$ cat src/rtl/vga_pkg.sv
// Shared definitions for the debug-overlay refresh path: FSM encoding,
// default geometry and the glyph ROM address layout.
package vga_pkg;

    localparam int DEF_NUM_SEQ    = 16;
    localparam int DEF_SEQ_DIGITS = 4;
    localparam int DEF_FONT_WIDTH = 8;

    localparam int NIB_W       = 4;
    localparam int ROW_W       = 3;
    localparam int FONT_ADDR_W = NIB_W + ROW_W;
    localparam int SEQ_W       = 4;
    localparam int DIG_W       = 2;

    localparam logic [ROW_W-1:0] LAST_ROW = 3'd7;

    typedef enum logic [1:0] {
        ST_IDLE  = 2'd0,
        ST_SNAP  = 2'd1,
        ST_FETCH = 2'd2,
        ST_DRAIN = 2'd3
    } refresh_state_e;

    // Glyph ROM address: hex nibble selects the glyph, row selects the line.
    typedef struct packed {
        logic [NIB_W-1:0] nib;
        logic [ROW_W-1:0] row;
    } font_addr_t;

endpackage

$ cat src/rtl/refresh_addr_counter.sv
// Nested row/digit/seq counter walking every glyph row of every digit.
// Row wraps fastest, then digit, then seq; last_o flags the final address.
module refresh_addr_counter
    import vga_pkg::*;
#(
    parameter int NUM_SEQ    = DEF_NUM_SEQ,
    parameter int SEQ_DIGITS = DEF_SEQ_DIGITS
) (
    input  logic             clk_i,
    input  logic             rst_i,
    input  logic             clr_i,
    input  logic             adv_i,
    output logic [ROW_W-1:0] row_o,
    output logic [DIG_W-1:0] digit_o,
    output logic [SEQ_W-1:0] seq_o,
    output logic             last_o
);

    logic [ROW_W-1:0] row_q, row_d;
    logic [DIG_W-1:0] dig_q, dig_d;
    logic [SEQ_W-1:0] seq_q, seq_d;
    logic             row_end, dig_end, seq_end;

    assign row_end = (row_q == LAST_ROW);
    assign dig_end = (dig_q == DIG_W'(SEQ_DIGITS - 1));
    assign seq_end = (seq_q == SEQ_W'(NUM_SEQ - 1));

    // Next count: clear wins over advance; each level carries into the next.
    always_comb begin
        row_d = row_q;
        dig_d = dig_q;
        seq_d = seq_q;
        if (clr_i) begin
            row_d = '0;
            dig_d = '0;
            seq_d = '0;
        end else if (adv_i) begin
            if (row_end) begin
                row_d = '0;
                if (dig_end) begin
                    dig_d = '0;
                    seq_d = seq_end ? '0 : seq_q + 1'b1;
                end else begin
                    dig_d = dig_q + 1'b1;
                end
            end else begin
                row_d = row_q + 1'b1;
            end
        end
    end

    // Counter registers.
    always_ff @(posedge clk_i) begin
        if (rst_i) begin
            row_q <= '0;
            dig_q <= '0;
            seq_q <= '0;
        end else begin
            row_q <= row_d;
            dig_q <= dig_d;
            seq_q <= seq_d;
        end
    end

    assign row_o   = row_q;
    assign digit_o = dig_q;
    assign seq_o   = seq_q;
    assign last_o  = row_end & dig_end & seq_end;

endmodule

$ cat src/rtl/debug_refresh_ctrl.sv
// Debug overlay refresh: on frame start, snapshot the debug values and
// stream every glyph row of every digit through the shared font ROM into
// the debug pixel buffers, one row per cycle.
module debug_refresh_ctrl
    import vga_pkg::*;
#(
    parameter int NUM_SEQ    = DEF_NUM_SEQ,
    parameter int SEQ_DIGITS = DEF_SEQ_DIGITS,
    parameter int FONT_WIDTH = DEF_FONT_WIDTH
) (
    input  logic                                sys_clk,
    input  logic                                sys_rst,
    input  logic                                enable,
    input  logic                                frame_start,
    input  logic [NUM_SEQ*SEQ_DIGITS*NIB_W-1:0] debug_vals,
    output logic [FONT_ADDR_W-1:0]              font_addr,
    input  logic [FONT_WIDTH-1:0]               font_data,
    output logic                                wr_en,
    output logic [SEQ_W-1:0]                    wr_seq,
    output logic [DIG_W-1:0]                    wr_digit,
    output logic [ROW_W-1:0]                    wr_row,
    output logic [FONT_WIDTH-1:0]               wr_bits,
    output logic                                busy,
    output logic                                done,
    output logic                                overrun
);

    localparam int VALS_W = NUM_SEQ * SEQ_DIGITS * NIB_W;

    refresh_state_e   state_q, state_d;
    logic [VALS_W-1:0] snap_q;
    logic [VALS_W-1:0] snap_sh;
    logic             overrun_q;
    logic             wr_en_q;
    logic [SEQ_W-1:0] wr_seq_q;
    logic [DIG_W-1:0] wr_dig_q;
    logic [ROW_W-1:0] wr_row_q;

    logic [ROW_W-1:0] cnt_row;
    logic [DIG_W-1:0] cnt_dig;
    logic [SEQ_W-1:0] cnt_seq;
    logic             cnt_last;
    logic             fetching;
    font_addr_t       fa;

    assign fetching = (state_q == ST_FETCH);

    refresh_addr_counter #(
        .NUM_SEQ    (NUM_SEQ),
        .SEQ_DIGITS (SEQ_DIGITS)
    ) u_cnt (
        .clk_i   (sys_clk),
        .rst_i   (sys_rst),
        .clr_i   (state_q == ST_SNAP),
        .adv_i   (fetching),
        .row_o   (cnt_row),
        .digit_o (cnt_dig),
        .seq_o   (cnt_seq),
        .last_o  (cnt_last)
    );

    // Next state: a sweep is SNAP, then one FETCH per glyph row, then DRAIN.
    always_comb begin
        state_d = state_q;
        case (state_q)
            ST_IDLE:  if (frame_start && enable) state_d = ST_SNAP;
            ST_SNAP:  state_d = ST_FETCH;
            ST_FETCH: if (cnt_last) state_d = ST_DRAIN;
            ST_DRAIN: state_d = ST_IDLE;
            default:  state_d = ST_IDLE;
        endcase
    end

    // State register.
    always_ff @(posedge sys_clk) begin
        if (sys_rst) state_q <= ST_IDLE;
        else         state_q <= state_d;
    end

    // Snapshot of debug values, frozen for the whole sweep.
    always_ff @(posedge sys_clk) begin
        if (sys_rst)                 snap_q <= '0;
        else if (state_q == ST_SNAP) snap_q <= debug_vals;
    end

    // Glyph address from the snapshot nibble at the current (seq, digit).
    always_comb begin
        snap_sh = snap_q >> ((int'(cnt_seq) * SEQ_DIGITS + int'(cnt_dig)) * NIB_W);
        fa.nib  = snap_sh[NIB_W-1:0];
        fa.row  = cnt_row;
    end

    assign font_addr = fetching ? fa : '0;

    // Write pipeline: the ROM answers one cycle after the address, so the
    // target coordinates trail the issued address by one register stage.
    always_ff @(posedge sys_clk) begin
        if (sys_rst) begin
            wr_en_q  <= 1'b0;
            wr_seq_q <= '0;
            wr_dig_q <= '0;
            wr_row_q <= '0;
        end else begin
            wr_en_q <= fetching;
            if (fetching) begin
                wr_seq_q <= cnt_seq;
                wr_dig_q <= cnt_dig;
                wr_row_q <= cnt_row;
            end
        end
    end

    // Sticky flag: a frame started before the previous sweep finished.
    always_ff @(posedge sys_clk) begin
        if (sys_rst)                  overrun_q <= 1'b0;
        else if (frame_start && busy) overrun_q <= 1'b1;
    end

    assign wr_en    = wr_en_q;
    assign wr_seq   = wr_seq_q;
    assign wr_digit = wr_dig_q;
    assign wr_row   = wr_row_q;
    assign wr_bits  = wr_en_q ? font_data : '0;
    assign busy     = (state_q != ST_IDLE);
    assign done     = (state_q == ST_DRAIN);
    assign overrun  = overrun_q;

endmodule

$ cat config.mk
export PLATFORM = sky130hd
export DESIGN_NAME = debug_refresh_ctrl
export DESIGN_NICKNAME = d
export VERILOG_FILES = /design/src/rtl/vga_pkg.sv /design/src/rtl/refresh_addr_counter.sv /design/src/rtl/debug_refresh_ctrl.sv
export SDC_FILE = /design/constraint.sdc
export NUM_CORES = 1
export LEC_CHECK = 0
export ABC_AREA = 1
export BUFFER_PORTS_ARGS = -buffer_cell sky130_fd_sc_hd__buf_4
export CORE_AREA = 5 5 153 155
export DETAILED_ROUTE_END_ITERATION = 10
export DIE_AREA = 0 0 158 160
export PLACE_DENSITY_LB_ADDON = 0.25
export SYNTH_ARGS = -nofsm -noshare
export SYNTH_HDL_FRONTEND = slang
export SYNTH_SLANG_ARGS = --single-unit
export TNS_END_PERCENT = 30
$ cat constraint.sdc
create_clock -name sys_clk -period 4.55 [get_ports sys_clk]
set_input_delay 0.6825 -clock sys_clk [delete_from_list [all_inputs] [get_ports sys_clk]]
set_output_delay 0.6825 -clock sys_clk [all_outputs]
set_load 0.01 [all_outputs]
Word level (Yosys, flattened, before mapping) --
Index checks and enable logic that the tools add are counted.
Operators by class: shift-type cells 1, eq/ne operators 8, bitwise gates (word level) 2, reductions and logical operators 8, add/subtract/negate cells 4, mux-type cells 8
Operators by type and width (count):
- $shr 256x9->4 | 1
- $mux 8 | 1
- $pmux 2 s4 | 1
- $add 6x2->7 | 1
- $mux 7 | 1
- $eq 2x2->1 const B | 3
- $mux 2 | 3
- $add 4x1->4 const B | 1
- $eq 4x4->1 const B | 1
- $mux 4 | 1
- $ne 2x2->1 const B | 2
- $reduce_and 2->1 | 2
- $add 3x1->3 const B | 1
- $eq 3x3->1 const B | 1
- $mux 3 | 1
- $reduce_and 3->1 | 1
- $add 2x1->2 const B | 1
- $and 1x1->1 | 2
- $eq 2x1->1 const B | 1
- $logic_and 1x1->1 | 2
- $logic_not 2->1 | 1
- $reduce_bool 2->1 | 1
- $reduce_or 2->1 | 1
Word-level totals: input bits 268, output and inout port bits 28, flip-flop bits (word level) 278

Depth between registers and ports, before layout --
Gate-level depths: netlist of the first run.
depth after elaboration 5, depth in mapped cells 13, mapped depth without buffers 12

Cells and area by module --
From an unflattened synthesis of the first run, not the netlist that was laid out.
Unflattened totals: cells, all modules 1841, area total of the unflattened synthesis 12319.3 um^2
By module, submodules not included:
- debug_refresh_ctrl | area each 11875.1 um^2, cells each 1785, times used 1
- refresh_addr_counter | area each 444.2 um^2, cells each 56, times used 1

Least setup slack after synthesis of the first run --
Ideal clock, no wire load.
kind register to output, from register u_cnt.dig_q[1] (netlist: u_cnt.digit_o[1]), to output font_addr[3], arrival time 1.267 ns, buffers on the path 2, path slack 2.601 ns, stages on the path, launching flop included 9, data required time 3.868 ns, path through dfxtp_1 -> buf_4 -> clkbuf_1 -> o21ai_0 -> o211ai_1 -> nand3_1 -> nand2_1 -> nand3_1 -> nand2_1
Between the ends: longest elaborated chain between the ends 3
Ends and longest elaborated chain:
- start: declaration | line refresh_addr_counter.sv:20 | logic [DIG_W-1:0] dig_q, dig_d;
- start signal: assignment | line refresh_addr_counter.sv:60 | dig_q <= dig_d;
- $add 6x2->7 | line debug_refresh_ctrl.sv:88 | snap_sh = snap_q >> ((int'(cnt_seq) * SEQ_DIGITS + int'(cnt_dig)) * NIB_W);
- $shr 256x9->4 | line debug_refresh_ctrl.sv:88
- $mux 7 | line debug_refresh_ctrl.sv:93 | assign font_addr = fetching ? fa : '0;
- end: declaration | line debug_refresh_ctrl.sv:16 | output logic [FONT_ADDR_W-1:0] font_addr,
No other way between the ends.

Final worst setup path of the first run --
from register u_cnt.dig_q[0] (netlist: u_cnt.digit_o[0]), to output font_addr[5]
Same word-level chain as after synthesis.

==> results.json, run 1 <==
{
  "synth_cell_type_count": 25,
  "dr.pass1.iters": 5,
  "num_antenna_cells": 0,
  "hold_path_depth": 3,
  "status": "completed",
  "cp_slowest_stage_delay_ns": 0.67,
  "die_h_um": 160,
  "initial_core_util_pct": 57.59,
  "synthesis.area_um2": 12490,
  "postCtsHoldBufs": 0,
  "drtIter0Drc": 1325,
  "post_cts_resize_count": 0,
  "cts_sinks": 278,
  "hold_path.class": "primary input to flop",
  "drc": 0,
  "skew_ns": 0.01145,
  "clk_pin_slew_ns": 0.06,
  "area_growth_pct": 23.17,
  "io_pins": 296,
  "cp-end-kind": "output pin",
  "worstPathArrival_ns": 2.96,
  "drive_above_1_share_pct": 17.33,
  "nFillCells": 1890,
  "final-hold-violation-count": 0,
  "syn_nets": 2131,
  "r2r_slack_ns": 2.23,
  "clockBufferDepth": 3,
  "p_int_mw": 5.380,
  "combPwrFrac_pct": 30.5,
  "gp_congestion": 0.8744,
  "placed_area_um2": 14530,
  "cts_tree": "built",
  "vias": 12705,
  "period_minus_slack_ns": 3.641,
  "die-area_um2": 25280,
  "cp-start-kind": "flop",
  "reg2reg_to": "u_cnt.seq_o[3]",
  "cpMaxStageDelayCell": "dfxtp_4",
  "path_class": "flop to output pin",
  "grt_use_met2_pct": 44.02,
  "syn_inst": 1854,
  "layout_common_cells": "398 x nor2_1, 305 x buf_4, 303 x o21ai_0",
  "grt_max_degree": 236,
  "cts-buffers-inserted": 27,
  "ys_seq_elements": 278,
  "gr-max-usage-layer": "met2",
  "yosys_warnings": 0,
  "io_buffers": 295,
  "htreeDepth": 1,
  "grt_pass1_vias": 11851,
  "setup_viol": 0,
  "ant_nets": 0,
  "drv_slew": 0,
  "postCtsSetupBuffers": 0,
  "ir_drop_mv": 0.4249,
  "switchingPower_mw": 2.941,
  "met1_usage_pct": 38.66,
  "stdcell_area_um2": 15380,
  "worst_slew_pin_slew_ns": 1.167,
  "pwr-share-seq_pct": 43.5,
  "cp.required_ns": 3.87,
  "final_cells": 2351,
  "grt_pass1_wl_mm": 58.36,
  "synthFlopType": "dfxtp_1",
  "final_nets": 2329,
  "hpwl_mm": 24.88,
  "utilization_pct": 70.93,
  "maxCapViolCount": 0,
  "clock_latency_ns": 0.53,
  "period_share_pct": 80.02,
  "r2r_start": "state_q[0]",
  "seq_area_frac_synth_pct": 44.56,
  "use_met3_pct": 3.329,
  "worst-path-buf-inv": 3,
  "crit_top_cell": "nand2_1",
  "track_usage_pct": 27.75,
  "crit_family": "simple AND/OR/NAND/NOR gates",
  "fp.coreArea_um2": 21690,
  "fmax_ghz": 0.2746,
  "path_cells": "clkinv_2, buf_12, nand2_1, nand3_1, nand3_1, nand3_1, nand2_1, nand2_1, nand2_1, nand2_1, nand2_1, buf_4",
  "fin_setup_tns_ns": 0,
  "hp-start": "debug_vals[77]",
  "die_w_um": 158,
  "syn_area_per_cell_um2": 6.737,
  "detail_route.wl_per_cell_um": 15.76,
  "fin_hold_ws_ns": 0.3704,
  "clkPwrFrac_pct": 26.0,
  "rsz0062_at_grt": "no",
  "slew_headroom_pct": 22.18,
  "grt-ovfl-total": 0,
  "async_flop_share_pct": 0,
  "rows": 54,
  "place_inst": 2303,
  "p_sw_share_pct": 35.34,
  "leakage_nw": 7.112,
  "power_density_nw_per_um2": 540.9,
  "synth_edf_count": 0,
  "root_buffer": "clkbuf_16",
  "layout_commonest_cell": "nor2_1",
  "reg2reg_depth": 8,
  "whs_endpoint": "snap_q[77]",
  "critical_path.max_fanout": 91,
  "vias_per_cell": 5.404,
  "antenna_found_initial": 0,
  "routed_wl_mm": 37.05
}
[routing by layer]
layer | up-vias | share of wire, %
met5 | - | 0
met4 | 0 | 3.8
met3 | 90 | 8.3
met2 | 527 | 46
met1 | 5762 | 42
li1 | 6326 | -
[stage by stage]
stage | setup slack, ns | power, mW
after floorplan | 2.601 | 5.384
after global placement | 1.547 | 6.071
after detailed placement | 1.534 | 6.151
after CTS | 0.9562 | 8.309
after global routing | 0.6933 | 8.873
final | 0.9090 | 8.321
[sequential cells by signal, summed over array words and instances, names as in the netlist]
register	count
state_q	2
u_cnt.row_o	3
wr_en	1
u_cnt.digit_o	2
wr_row	3
wr_seq	4
overrun	1
wr_digit	2
snap_q	256
u_cnt.seq_o	4
[tightest hold or removal path: cells and delay by family]
| family | cells | cell delay (ns) |
|---|---|---|
| buffers and inverters | 1 | 0.08 |
| and+or+nand+nor | 2 | 0.11 |
[kinds of logic after synthesis]
group | count (synthesis) | synth area share [%]
adders and majority gates | 9 | 0.9016
buffers and inverters | 295 | 10.03
DFF | 278 | 44.56
and+or+nand+nor | 794 | 25.08
AOI/OAI and AO/OA | 478 | 19.43
[power by group through the flow]
stage	clock network [mW]	registers [mW]	logic, mW
2_1_floorplan	0	3.56	1.83
3_3_place_gp	0	3.63	2.44
3_5_place_dp	0	3.65	2.50
4_1_cts	2.18	3.61	2.53
5_1_grt	2.28	3.69	2.91
6_report	2.16	3.62	2.54
[Yosys cell counts (3+ instances only)]
cell type | count | area, um^2
buf_2 | 49 | 245.2
nor2_1 | 398 | 1494
o21ai_0 | 303 | 1516
dfxtp_1 | 278 | 5565
inv_2 | 3 | 11.26
buf_4 | 18 | 135.1
ha_1 | 9 | 112.6
inv_1 | 152 | 570.6
nand2_1 | 281 | 1055
a21oi_1 | 148 | 740.7
o21ai_1 | 13 | 65.06
nand3_1 | 111 | 555.5
clkbuf_1 | 66 | 247.7
o211ai_1 | 11 | 82.58
[cell type report]
type / instances / area, um^2 / area share (%)
Clock buffer: 41 / 818.3 / 5.319
Inverter: 158 / 611.8 / 3.977
Tap cell: 280 / 350.3 / 2.277
Clock inverter: 7 / 36.28 / 0.2359
Timing Repair Buffer: 306 / 2310 / 15.01
Sequential cell: 278 / 5573 / 36.23
Multi-Input combinational cell: 1281 / 5684 / 36.95
[how the worst max path moves through the flow]
stage,slack [ns],from,cells after the start,endpoint
global placement,1.55,u_cnt.digit_o[0],12,font_addr[4]
detailed placement,1.53,u_cnt.digit_o[0],12,font_addr[4]
CTS,0.96,u_cnt.digit_o[0],12,font_addr[5]
finish,0.91,u_cnt.digit_o[0],12,font_addr[5]
floorplan,2.60,u_cnt.digit_o[1],8,font_addr[3]
global route,0.69,u_cnt.digit_o[0],12,font_addr[4]
(Power assumes the default switching activity.)
==> inputs of run 2 (changes only) <==
Settings changed: ABC_AREA 1 to 0, CORE_AREA 5 5 153 155 to 5 5 165 167, DIE_AREA 0 0 158 160 to 0 0 170 172.
Clock period 4.55 ns to 3.1 ns, I/O delays scaled along.
==> run 2 against run 1 <==
  * The flow now finishes with violations (setup timing)
  * Non-clock buffer count grew 36
  * Design area rose by 3.9%
  * Clock skew rose by 0.0014 ns
  * Die area up 16%
  * Critical endpoint is now font_addr[3]
  * Sequential power up 38%
  * Utilization shrank 8.5 points
  * Via count fell by 27%
  * Worst hold slack lost 0.22 ns
  * Largest power group unchanged
==> results.json, run 2 <==
{
  "io_pins": 296,
  "power_density_nw_per_um2": 769.5,
  "final-hold-violation-count": 0,
  "violations": "setup timing",
  "synth_edf_count": 0,
  "clk_pin_slew_ns": 0.06,
  "synth.top_cells.by_area": "dfxtp_1 46%, mux2i_1 23%, mux4_2 9.7%, nor2_1 8.8%, mux4_1 2.6%",
  "synthesis.area_um2": 12070,
  "worst_slew_pin_slew_ns": 0.8391,
  "rsz0062_at_grt": "yes",
  "synth_cell_type_count": 43,
  "leakage_nw": 6.625,
  "ant_nets": 0,
  "worst_slack_ns": -0.09099,
  "async_flop_share_pct": 0,
  "largest-register": "snap_q",
  "num_antenna_cells": 0,
  "track_usage_pct": 22.01,
  "yosys-top-cells-count": "283 x nor2_1, 278 x dfxtp_1, 277 x mux2i_1",
  "syn_area_per_cell_um2": 10.85,
  "hpwl_mm": 24.15,
  "largest_reg_flops": 256,
  "skew_ns": 0.01285,
  "root_buffer": "clkbuf_16",
  "nFillCells": 2115,
  "rows": 59,
  "cts_sinks": 278,
  "maxCapViolCount": 0,
  "yosysMostFrequentCell": "nor2_1",
  "ys_seq_elements": 278,
  "routed_wl_mm": 33.73,
  "syn_nets": 1389,
  "power_mw": 12.30,
  "period_minus_slack_ns": 3.191,
  "io_buffers": 295,
  "drc": 0,
  "slew_headroom_pct": 44.06,
  "layout_common_cells": "319 x buf_4, 283 x nor2_1, 276 x mux2i_1",
  "path_cells": "buf_12, buf_16, mux4_1, nand2_1, and4_1, a211oi_1, a32o_2, buf_6",
  "cts-buffers-inserted": 30,
  "seq_area_frac_synth_pct": 46.11,
  "cp_slowest_stage_delay_ns": 0.49,
  "syn_inst": 1112,
  "drv_slew": 0,
  "drtIter0Drc": 653,
  "vias_per_cell": 5.266,
  "cp-end-kind": "output pin",
  "htreeDepth": 1,
  "layout_commonest_cell": "buf_4",
  "place_ws_ns": 0.2685,
  "vias": 9258,
  "synthFlopType": "dfxtp_1",
  "die_w_um": 170,
  "gp_congestion": 0.7952,
  "period_share_pct": 102.9,
  "dr.pass1.iters": 7,
  "grt_max_degree": 119,
  "clockBufferDepth": 3,
  "grt_pass1_wl_mm": 51.13,
  "fin_setup_tns_ns": -0.1670,
  "cts_tree": "built",
  "drive_above_1_share_pct": 33.59,
  "worstPathArrival_ns": 2.73,
  "synth_top_cell_area_share_pct": 46.11,
  "die_h_um": 172,
  "crit_family": "compound AO/OA/AOI/OAI gates",
  "yosys_warnings": 0,
  "hold_path.class": "primary input to flop",
  "initial_core_util_pct": 47.12,
  "detail_route.wl_per_cell_um": 19.19,
  "final_nets": 1676,
  "setup_viol": 4,
  "area_growth_pct": 32.43,
  "place_inst": 1680,
  "synth_top_area_cell": "dfxtp_1",
  "antenna_found_initial": 0,
  "grt-ovfl-total": 0,
  "status": "finished with violations",
  "fmax_ghz": 0.3134,
  "cp-start-kind": "flop",
  "cpMaxStageDelayCell": "a211oi_1",
  "ir_drop_mv": 0.4702,
  "die-area_um2": 29240,
  "worst-path-buf-inv": 3,
  "grt_pass1_vias": 9406,
  "final_cells": 1758,
  "postCtsHoldBufs": 0,
  "path_class": "flop to output pin",
  "fp.coreArea_um2": 25620,
  "critical_path.max_fanout": 17,
  "clock_latency_ns": 0.55,
  "cp.required_ns": 2.63
}
==> run 2: cell types whose count changed in the layout (fill, tap and decap cells not counted), moves of 13 or more <==
cell	delta
nand3_1	-101
mux2i_1	+276
mux4_2	+60
a21oi_1	-135
and2_1	+13
buf_4	+14
nand2_1	-259
o21ai_0	-301
nor2_1	-115
inv_1	-147
==> run 2: path summary, 6_finish.rpt <==
kind | startpoint | end | slack (ns) | cells past startpoint
setup / recovery | u_cnt.digit_o[0] | font_addr[3] | -0.09 | 8
hold / removal | debug_vals[104] | snap_q[104] | 0.15 | 3
setup reg to reg | state_q[1] | snap_q[52] | 1.09 | 5
hold reg to reg | overrun | overrun | 0.48 | 2
==> run 2: layout make-up <==
class | count | area (um^2) | area share [%]
multi-input cells | 742 | 6160 | 38.53
flip-flops and latches | 278 | 5573 | 34.86
repair buffers | 342 | 2825 | 17.67
clock buffers | 39 | 845.8 | 5.291
well taps | 335 | 419.2 | 2.622
clock inverters | 17 | 143.9 | 0.9001
inverters | 5 | 18.77 | 0.1174
==> run 2: metrics by stage <==
step	utilization [%]	area [um^2]	hold WS, ns
3_5_place_dp	57.14	14640	0.4714
3_3_place_gp	57.14	14640	0.4515
6_report	62.40	15990	0.1488
4_1_cts	62.35	15970	0.1261
2_1_floorplan	-	12070	0.4514
5_1_grt	62.40	15990	0.1324
==> run 2: worst reg2reg max path, cell delays in order, from the launching register on <==
cell and delay, ns:
dfxtp_1 0.34, inv_1 0.15, ha_4 0.62, buf_4 0.43
mux2i_1 0.27, nor2_1 0.07
==> run 2: power breakdown <==
part	leakage [nW]	internal, mW	switching, mW	total, mW
Clock	0.496	2.09	1.44	3.52
Combinational	3.86	1.99	1.78	3.77
Sequential	2.27	4.47	0.535	5.00
==> run 2: layer usage <==
layer	track usage (%)	share of wire, %	vias up
met4	4.236	2.0	0
met3	4.412	7.6	44
met5	0	0	-
met2	37.67	48	350
li1	-	-	4476
met1	29.38	42	4388
==> run 2: repair_timing <==
action,CTS,global route
endpoints found under the setup margin,4,4
pin swaps,7,5
buffers inserted,19,0
gates cloned,3,0
resized for setup,33,7
==> run 2: kinds of logic after synthesis <==
kind of cell	Yosys count	synth area share [%]
adder cells (fa/ha/maj)	9	0.9329
AND/OR/NAND/NOR	345	11.44
flip-flops	278	46.11
AO/OA/AOI/OAI	42	2.363
multiplexers	345	35.66
buffers and inverters	92	3.421
XOR/XNOR	1	0.07257
